--- config.mk ---
export PLATFORM = sky130hd
export DESIGN_NAME = clk_power_seq
export DESIGN_NICKNAME = d
export VERILOG_FILES = /design/src/rtl/clk_power_seq.sv
export SDC_FILE = /design/constraint.sdc
export NUM_CORES = 1
export LEC_CHECK = 0
export CORE_AREA = 2 2 50 52
export CTS_CLUSTER_DIAMETER = 60
export DETAILED_ROUTE_END_ITERATION = 8
export DIE_AREA = 0 0 52 54
export PLACE_DENSITY = 0.84
export SLEW_MARGIN = 30
export SYNTH_ARGS = -nofsm -noshare
export SYNTH_HDL_FRONTEND = slang
export SYNTH_SLANG_ARGS = --single-unit
--- constraint.sdc ---
create_clock -name CLK -period 5.4 [get_ports CLK]
set_input_delay 1.62 -clock CLK [delete_from_list [all_inputs] [get_ports CLK]]
set_output_delay 1.62 -clock CLK [all_outputs]
set_load 0.05 [all_outputs]
--- src/rtl/clk_power_seq.sv ---
// ---------------------------------------------------------------------------
// clk_power_seq
//
// Power/clock sequencer for the external clock generator. It brings the
// oscillator up, qualifies it as stable, enables the clock, and holds the CPU
// in reset until the clock is good. It also sequences STOP mode: the clock is
// gated on a machine-cycle boundary, the oscillator is shut down, and a WAKE
// restarts everything without resetting the CPU (a "warm" start).
//
// Moore machine: every output is decoded from registered state only.
//
// Ports:
//   CLK         in   oscillator clock, all flops on rising edge
//   RESET       in   synchronous active-high reset
//   OSC_STABLE  in   oscillator-stable indication from the clock generator
//   M_ALIGN     in   one-cycle machine-cycle boundary strobe
//   STOP_REQ    in   CPU STOP request (level)
//   WAKE        in   wake event (level)
//   OSC_ENA     out  oscillator enable
//   CLK_ENA     out  clock enable
//   CPU_RESET   out  synchronous reset to the CPU core
//   FAULT       out  oscillator never qualified; sticky until RESET
//   WOKE        out  one-cycle pulse on the first RUN cycle after a warm wake
//   STATE       out  current state encoding (debug)
// ---------------------------------------------------------------------------
module clk_power_seq #(
   parameter int STABLE_CYCLES = 16,
   parameter int RESET_HOLD    = 4,
   parameter int TIMEOUT       = 1024
) (
   input  logic       CLK,
   input  logic       RESET,
   input  logic       OSC_STABLE,
   input  logic       M_ALIGN,
   input  logic       STOP_REQ,
   input  logic       WAKE,
   output logic       OSC_ENA,
   output logic       CLK_ENA,
   output logic       CPU_RESET,
   output logic       FAULT,
   output logic       WOKE,
   output logic [2:0] STATE
);

   localparam int SW = $clog2(STABLE_CYCLES) + 1;
   localparam int TW = $clog2(TIMEOUT) + 1;
   localparam int HW = $clog2(RESET_HOLD) + 1;

   localparam logic [SW-1:0] STAB_LAST = SW'(STABLE_CYCLES - 1);
   localparam logic [TW-1:0] TO_LAST   = TW'(TIMEOUT - 1);
   localparam logic [HW-1:0] HOLD_LAST = HW'(RESET_HOLD - 1);

   localparam logic [2:0] ST_OFF         = 3'd0;
   localparam logic [2:0] ST_OSC_START   = 3'd1;
   localparam logic [2:0] ST_WAIT_STABLE = 3'd2;
   localparam logic [2:0] ST_CLK_ON      = 3'd3;
   localparam logic [2:0] ST_RUN         = 3'd4;
   localparam logic [2:0] ST_STOP_ALIGN  = 3'd5;
   localparam logic [2:0] ST_STOPPED     = 3'd6;
   localparam logic [2:0] ST_FAULT       = 3'd7;

   logic [2:0]    state_q, state_d;
   logic [SW-1:0] stab_q,  stab_d;
   logic [TW-1:0] to_q,    to_d;
   logic [HW-1:0] hold_q,  hold_d;
   logic          warm_q,  warm_d;

   // Next-state and counter logic. The hold counter is only meaningful in
   // CLK_ON, so it defaults to zero everywhere else and starts fresh on entry.
   // The warm flag remembers that we came out of STOPPED, so the restart skips
   // the CPU reset; it is consumed on the first RUN cycle.
   always_comb begin
      state_d = state_q;
      stab_d  = stab_q;
      to_d    = to_q;
      hold_d  = '0;
      warm_d  = warm_q;
      case (state_q)
         ST_OFF: begin
            state_d = ST_OSC_START;
         end
         ST_OSC_START: begin
            stab_d  = '0;
            to_d    = '0;
            state_d = ST_WAIT_STABLE;
         end
         ST_WAIT_STABLE: begin
            // Stability must be consecutive: any low sample restarts the count.
            stab_d = OSC_STABLE ? (stab_q + SW'(1)) : '0;
            to_d   = to_q + TW'(1);
            // Qualification is checked first so it wins over a coincident timeout.
            if (OSC_STABLE && (stab_q == STAB_LAST)) begin
               state_d = ST_CLK_ON;
            end else if (to_q == TO_LAST) begin
               state_d = ST_FAULT;
            end
         end
         ST_CLK_ON: begin
            if (warm_q) begin
               state_d = ST_RUN;
            end else begin
               hold_d = hold_q + HW'(1);
               if (hold_q == HOLD_LAST) begin
                  state_d = ST_RUN;
               end
            end
         end
         ST_RUN: begin
            warm_d = 1'b0;
            // A STOP that coincides with a wake event is simply cancelled.
            if (STOP_REQ && !WAKE) begin
               state_d = ST_STOP_ALIGN;
            end
         end
         ST_STOP_ALIGN: begin
            if (WAKE) begin
               state_d = ST_RUN;
            end else if (M_ALIGN) begin
               state_d = ST_STOPPED;
            end
         end
         ST_STOPPED: begin
            warm_d = 1'b1;
            if (WAKE) begin
               state_d = ST_OSC_START;
            end
         end
         ST_FAULT: begin
            state_d = ST_FAULT;
         end
         default: begin
            state_d = ST_OFF;
         end
      endcase
   end

   // State and counter registers; RESET overrides everything.
   always_ff @(posedge CLK) begin
      if (RESET) begin
         state_q <= ST_OFF;
         stab_q  <= '0;
         to_q    <= '0;
         hold_q  <= '0;
         warm_q  <= 1'b0;
      end else begin
         state_q <= state_d;
         stab_q  <= stab_d;
         to_q    <= to_d;
         hold_q  <= hold_d;
         warm_q  <= warm_d;
      end
   end

   // Output decode from registers only. While the oscillator comes up the
   // CPU reset keeps the value it had before: asserted on a cold start,
   // released on a warm restart, which is exactly the inverse of warm_q.
   always_comb begin
      OSC_ENA   = 1'b0;
      CLK_ENA   = 1'b0;
      CPU_RESET = 1'b0;
      FAULT     = 1'b0;
      WOKE      = 1'b0;
      case (state_q)
         ST_OFF: begin
            CPU_RESET = 1'b1;
         end
         ST_OSC_START, ST_WAIT_STABLE: begin
            OSC_ENA   = 1'b1;
            CPU_RESET = !warm_q;
         end
         ST_CLK_ON: begin
            OSC_ENA   = 1'b1;
            CLK_ENA   = 1'b1;
            CPU_RESET = !warm_q;
         end
         ST_RUN: begin
            OSC_ENA = 1'b1;
            CLK_ENA = 1'b1;
            WOKE    = warm_q;
         end
         ST_STOP_ALIGN: begin
            OSC_ENA = 1'b1;
            CLK_ENA = 1'b1;
         end
         ST_STOPPED: begin
            OSC_ENA = 1'b0;
         end
         ST_FAULT: begin
            CPU_RESET = 1'b1;
            FAULT     = 1'b1;
         end
         default: begin
            CPU_RESET = 1'b1;
         end
      endcase
   end

   assign STATE = state_q;

endmodule
# Yosys cells after proc, flatten, opt, wreduce, memory -nomap -nowiden
# Cells that the tools add are included.
# totals
ff_bits	23
elab_cells	55
output_inout_bits	8
# classes
bitwise	1
eq_ne	15
n_mux	18
addsub	3
reduce_logical	13
# ops
cell	n
2-to-1 mux 3 bit	8
case mux 3 bit (8 select lines)	1
case mux 11 bit (2 select lines)	1
equality test 3 bit, second input constant	4
adder 11 x 1 -> 11 bit, second input constant	1
equality test 11 x 10 -> 1 bit, second input constant	1
case mux 5 bit (2 select lines)	1
equality test 3 x 2 -> 1 bit, second input constant	3
!= test 3 bit, second input constant	3
OR reduction 3 bit	3
adder 5 x 1 -> 5 bit, second input constant	1
equality test 5 x 4 -> 1 bit, second input constant	1
2-to-1 mux 5 bit	1
AND reduction 5 bit	1
OR reduction 5 bit	1
2-to-1 mux 1 bit	4
!= test 2 bit, second input constant	2
case mux 1 bit (2 select lines)	2
nonzero test 2 bit	2
adder 3 x 1 -> 3 bit, second input constant	1
equality test 3 x 1 -> 1 bit, second input constant	1
logical NOT 3 bit	1
logical AND 1 bit	2
logical NOT 1 bit	2
2 further kinds	2

# Logic depth before layout (Yosys ltp)
# logic_depth
word_depth	4
mapped_depth	7
ltp_nobuf	7

# Worst setup path after synthesis
# No wires, ideal clock.
# synth_timing
path_type	reg-to-output
from	reg state_q[1] (netlist: STATE[1])
to	out OSC_ENA
path_stages_with_launch	5
t_arrival_ps	2730
setup_slack_ps	1050
required_time_ps	3780
path_cell_list	dfxtp_1 -> buf_2 -> nand2_1 -> o21ai_0 -> nand2b_1
# synth_between
elab_chain_len	3
elab_cells_between_ends	7
cone_classes	5 x eq/ne; 1 x mux; 1 x reduce/logical
# synth_lines
item	line	source
start: declaration	62	logic [2:0] state_q, state_d;
start signal: assignment	146	state_q <= state_d;
equality test 3 bit (tied with other cells)	163	case (state_q)
OR reduction 5 bit (no line) *	--	
2-to-1 mux 1 bit *	163	
end: declaration	37	output logic OSC_ENA,
# Mark *: on every way between the ends. The rest lies on a longest branch, timed or not.

# Worst setup path in the final report
# Ends and elaborated chain as after synthesis.

==> results.txt <==
Final setup margin = 1340 ps
Highest clock rate = 0.246 GHz
Die H = 54 um
WS Path Type = reg2out
Cell Area, Synth = 0.00123 sq mm
Post_cts resized = 0
Synth Area in Simple Gates = 0.278
CP cell instances = xor2_1, nand2_1, nand2b_1, clkdlybuf4s50_1
Via density per instance = 5.99
Maximum clock path buffer count = 2
Syn avg cell area = 7.94 sq um
Fin crit share = 0.751
DP HPWL = 1.87 mm
Postcts setup bufs = 0
Status = completed
Worst slack, placed = 1690 ps
Startpoint types = register
Leading area contributor after synthesis = dfxtp_1
Least-Margin Pin Slew = 792 ps
GP Congestion = 0.848
Io pins = 14
RSZ-0062 raised after global routing = false
Crit path max fanout = 17
Layout Cells excl Fill = 192
Post-Synth XOR/XNOR Area = 0.00711
Ant diodes = 0
Synth area leaders = dfxtp_1 (37%), a21oi_1 (7.7%), nor2_1 (7.6%), ha_1 (5.1%), o21ai_0 (3.3%)
Fillers = 209
Final net count = 174
First-pass GRT wire length = 4.56 mm
Remaining DRCs = 0
Unique masters post-synth = 41
Die X = 52 um
Critical path required time = 3780 ps
Synth Register Bits = 23
H-tree depth = 1
Async set-or-reset flop fraction in the synthesized netlist = 0
Hold Crit Class = reg2reg
Reg clk slew, reported paths = 110 ps
Synth Area in Adders = 0.0508
Pre-Repair DR Iteration Count = 4
Max-slew violation count = 0
Min Clock Period, post-route = 4060 ps
Post-Synthesis Cells = 155
Tot GR Track Use = 0.218
Clock sinks = 23
Min Hold Slack = 443 ps
Max Cap Viol = 0
Syn_nets = 166
Ys flop type = dfxtp_1
Vias in the first global route = 1092
# setup viols final = 0
Final hold vios = 0
Sequential element share of the synthesized area = 0.374
Core ar. = 0.00232 sq mm
Max_slew headroom = 0.470
Worst clock skew = 6.67 ps
Main combinational cell family by area after synthesis = simple AND/OR/NAND/NOR gates
CTS tree = done
Via count = 1151
Std-Cell Rows = 18
Post-synthesis mux area share = 0.0203
Total CTS buffers = 3
Post-synthesis compound-gate area fraction = 0.214
Drt wl/cell = 13.7 um
I/O Buffers = 13
GRT overflow = 0
DRT iter0 DRCs = 12
Static leakage = 0.487 nW
Final wirelength = 2.63 mm
CP top delay family = buffers and inverters
Setup_tns = 0 ps
Crit path buffers/inverters = 1
Critical Path End Type = output pin
Largest net degree at the start of global routing = 23
Worst vdd ir = 0.340 mV
Area Growth Syn to Fin = 12.1%
Antenna-violating nets left = 0
Post-synth top area share = 0.374
Critical-path top delay cell = clkdlybuf4s50_1
Arrival time at the worst endpoint = 2440 ps
Placed insts = 188
Initial core utilization = 0.531
Die area = 0.00281 sq mm
Number of synthesized flops with an enable pin = 0
Max incr delay on CP = 810 ps
Yosys warning count = 0
PwrDens = 426 mW/mm^2
CTS root buf = clkbuf_4
Share of cells above drive strength 1 = 0.0247
Clk_lat worst skew = 310 ps
Hold-fix buffers, CTS = 0
Initial antenna violation count = 0
[final cells by class]
cell class	instances	area [sq um]	area share
Multi-Input combinational cell	116	703	0.510
Sequential cell	23	460	0.334
Timing Repair Buffer	13	130	0.0943
Tap cell	30	37.5	0.0272
Clock buffer	4	26.3	0.0190
Inverter	6	22.5	0.0163
[cells in the mapped netlist, types with 2 or more instances]
cell and instances:
a211oi_1 3, a21oi_1 19, a311o_1 2, a31oi_1 4, and3_1 3, and4_1 2
buf_2 3, clkbuf_1 6, dfxtp_1 23, ha_1 5, inv_1 6, nand2_1 7
nand2b_1 2, nand3_1 5, nand4b_1 2, nor2_1 25, nor3_1 2, nor3b_1 2
o21a_1 2, o21ai_0 8, or3_1 2, or3b_1 2, or4_1 2
[cells by family (layout without fill, tap and decap cells)]
group	Yosys count	count (layout)
adder cells (fa/ha/maj)	5	5
buffers and inverters	16	23
AO/OA/AOI/OAI	44	44
AND/OR/NAND/NOR	64	64
flip-flops	23	23
multiplexers	2	2
XOR/XNOR	1	1
[flip-flops by register name, indices dropped and copies added, names as in the netlist]
name / flops
to_q: 11
warm_q: 1
hold_q: 3
stab_q: 5
STATE: 3
[layer usage]
layer	wire [um]	share of wire	GRT usage
met1	1190	0.45	0.238
met2	1350	0.51	0.416
met3	65	0.025	0.0500
met4	19	0.0072	0.0702
met5	0	0	0
[placed cells by master, fill, tap and decap left out, types with 3 or more instances in the layout]
cell type	Yosys	layout
and3_1	3	3
o21ai_0	8	8
a21oi_1	19	19
ha_1	5	5
nand2_1	7	7
nor2_1	25	25
dfxtp_1	23	23
clkbuf_4	0	3
clkdlybuf4s50_1	0	13
a31oi_1	4	4
a211oi_1	3	3
inv_1	6	6
nand3_1	5	5
[report_power, final]
group	switching (mW)	internal, mW	leakage [nW]
clock	0.0495	0.0289	0.0150
sequential	0.0361	0.184	0.186
combinational	0.192	0.0980	0.286
[stage by stage]
step            util  power, mW  area (sq um)
2_1_floorplan      -      0.437          1230
3_3_place_gp   0.584      0.504          1350
3_5_place_dp   0.584      0.513          1350
4_1_cts        0.595      0.591          1380
5_1_grt        0.595      0.628          1380
6_report       0.595      0.588          1380
[final timing paths]
kind / from / end / slack (ps) / cells past startpoint
min reg2reg: hold_q[0] / hold_q[0] / 440 / 1
max: STATE[1] / OSC_ENA / 1340 / 4
max reg2reg: STATE[1] / to_q[9] / 3410 / 3
min: hold_q[0] / hold_q[0] / 440 / 1
[worst register-to-register path: stages (launching register included)]
cell     delay [ps]
dfxtp_1         610
or3b_1          580
or4_1           560
a31oi_1         170
No activity file was read; power rests on OpenSTA's default activity.
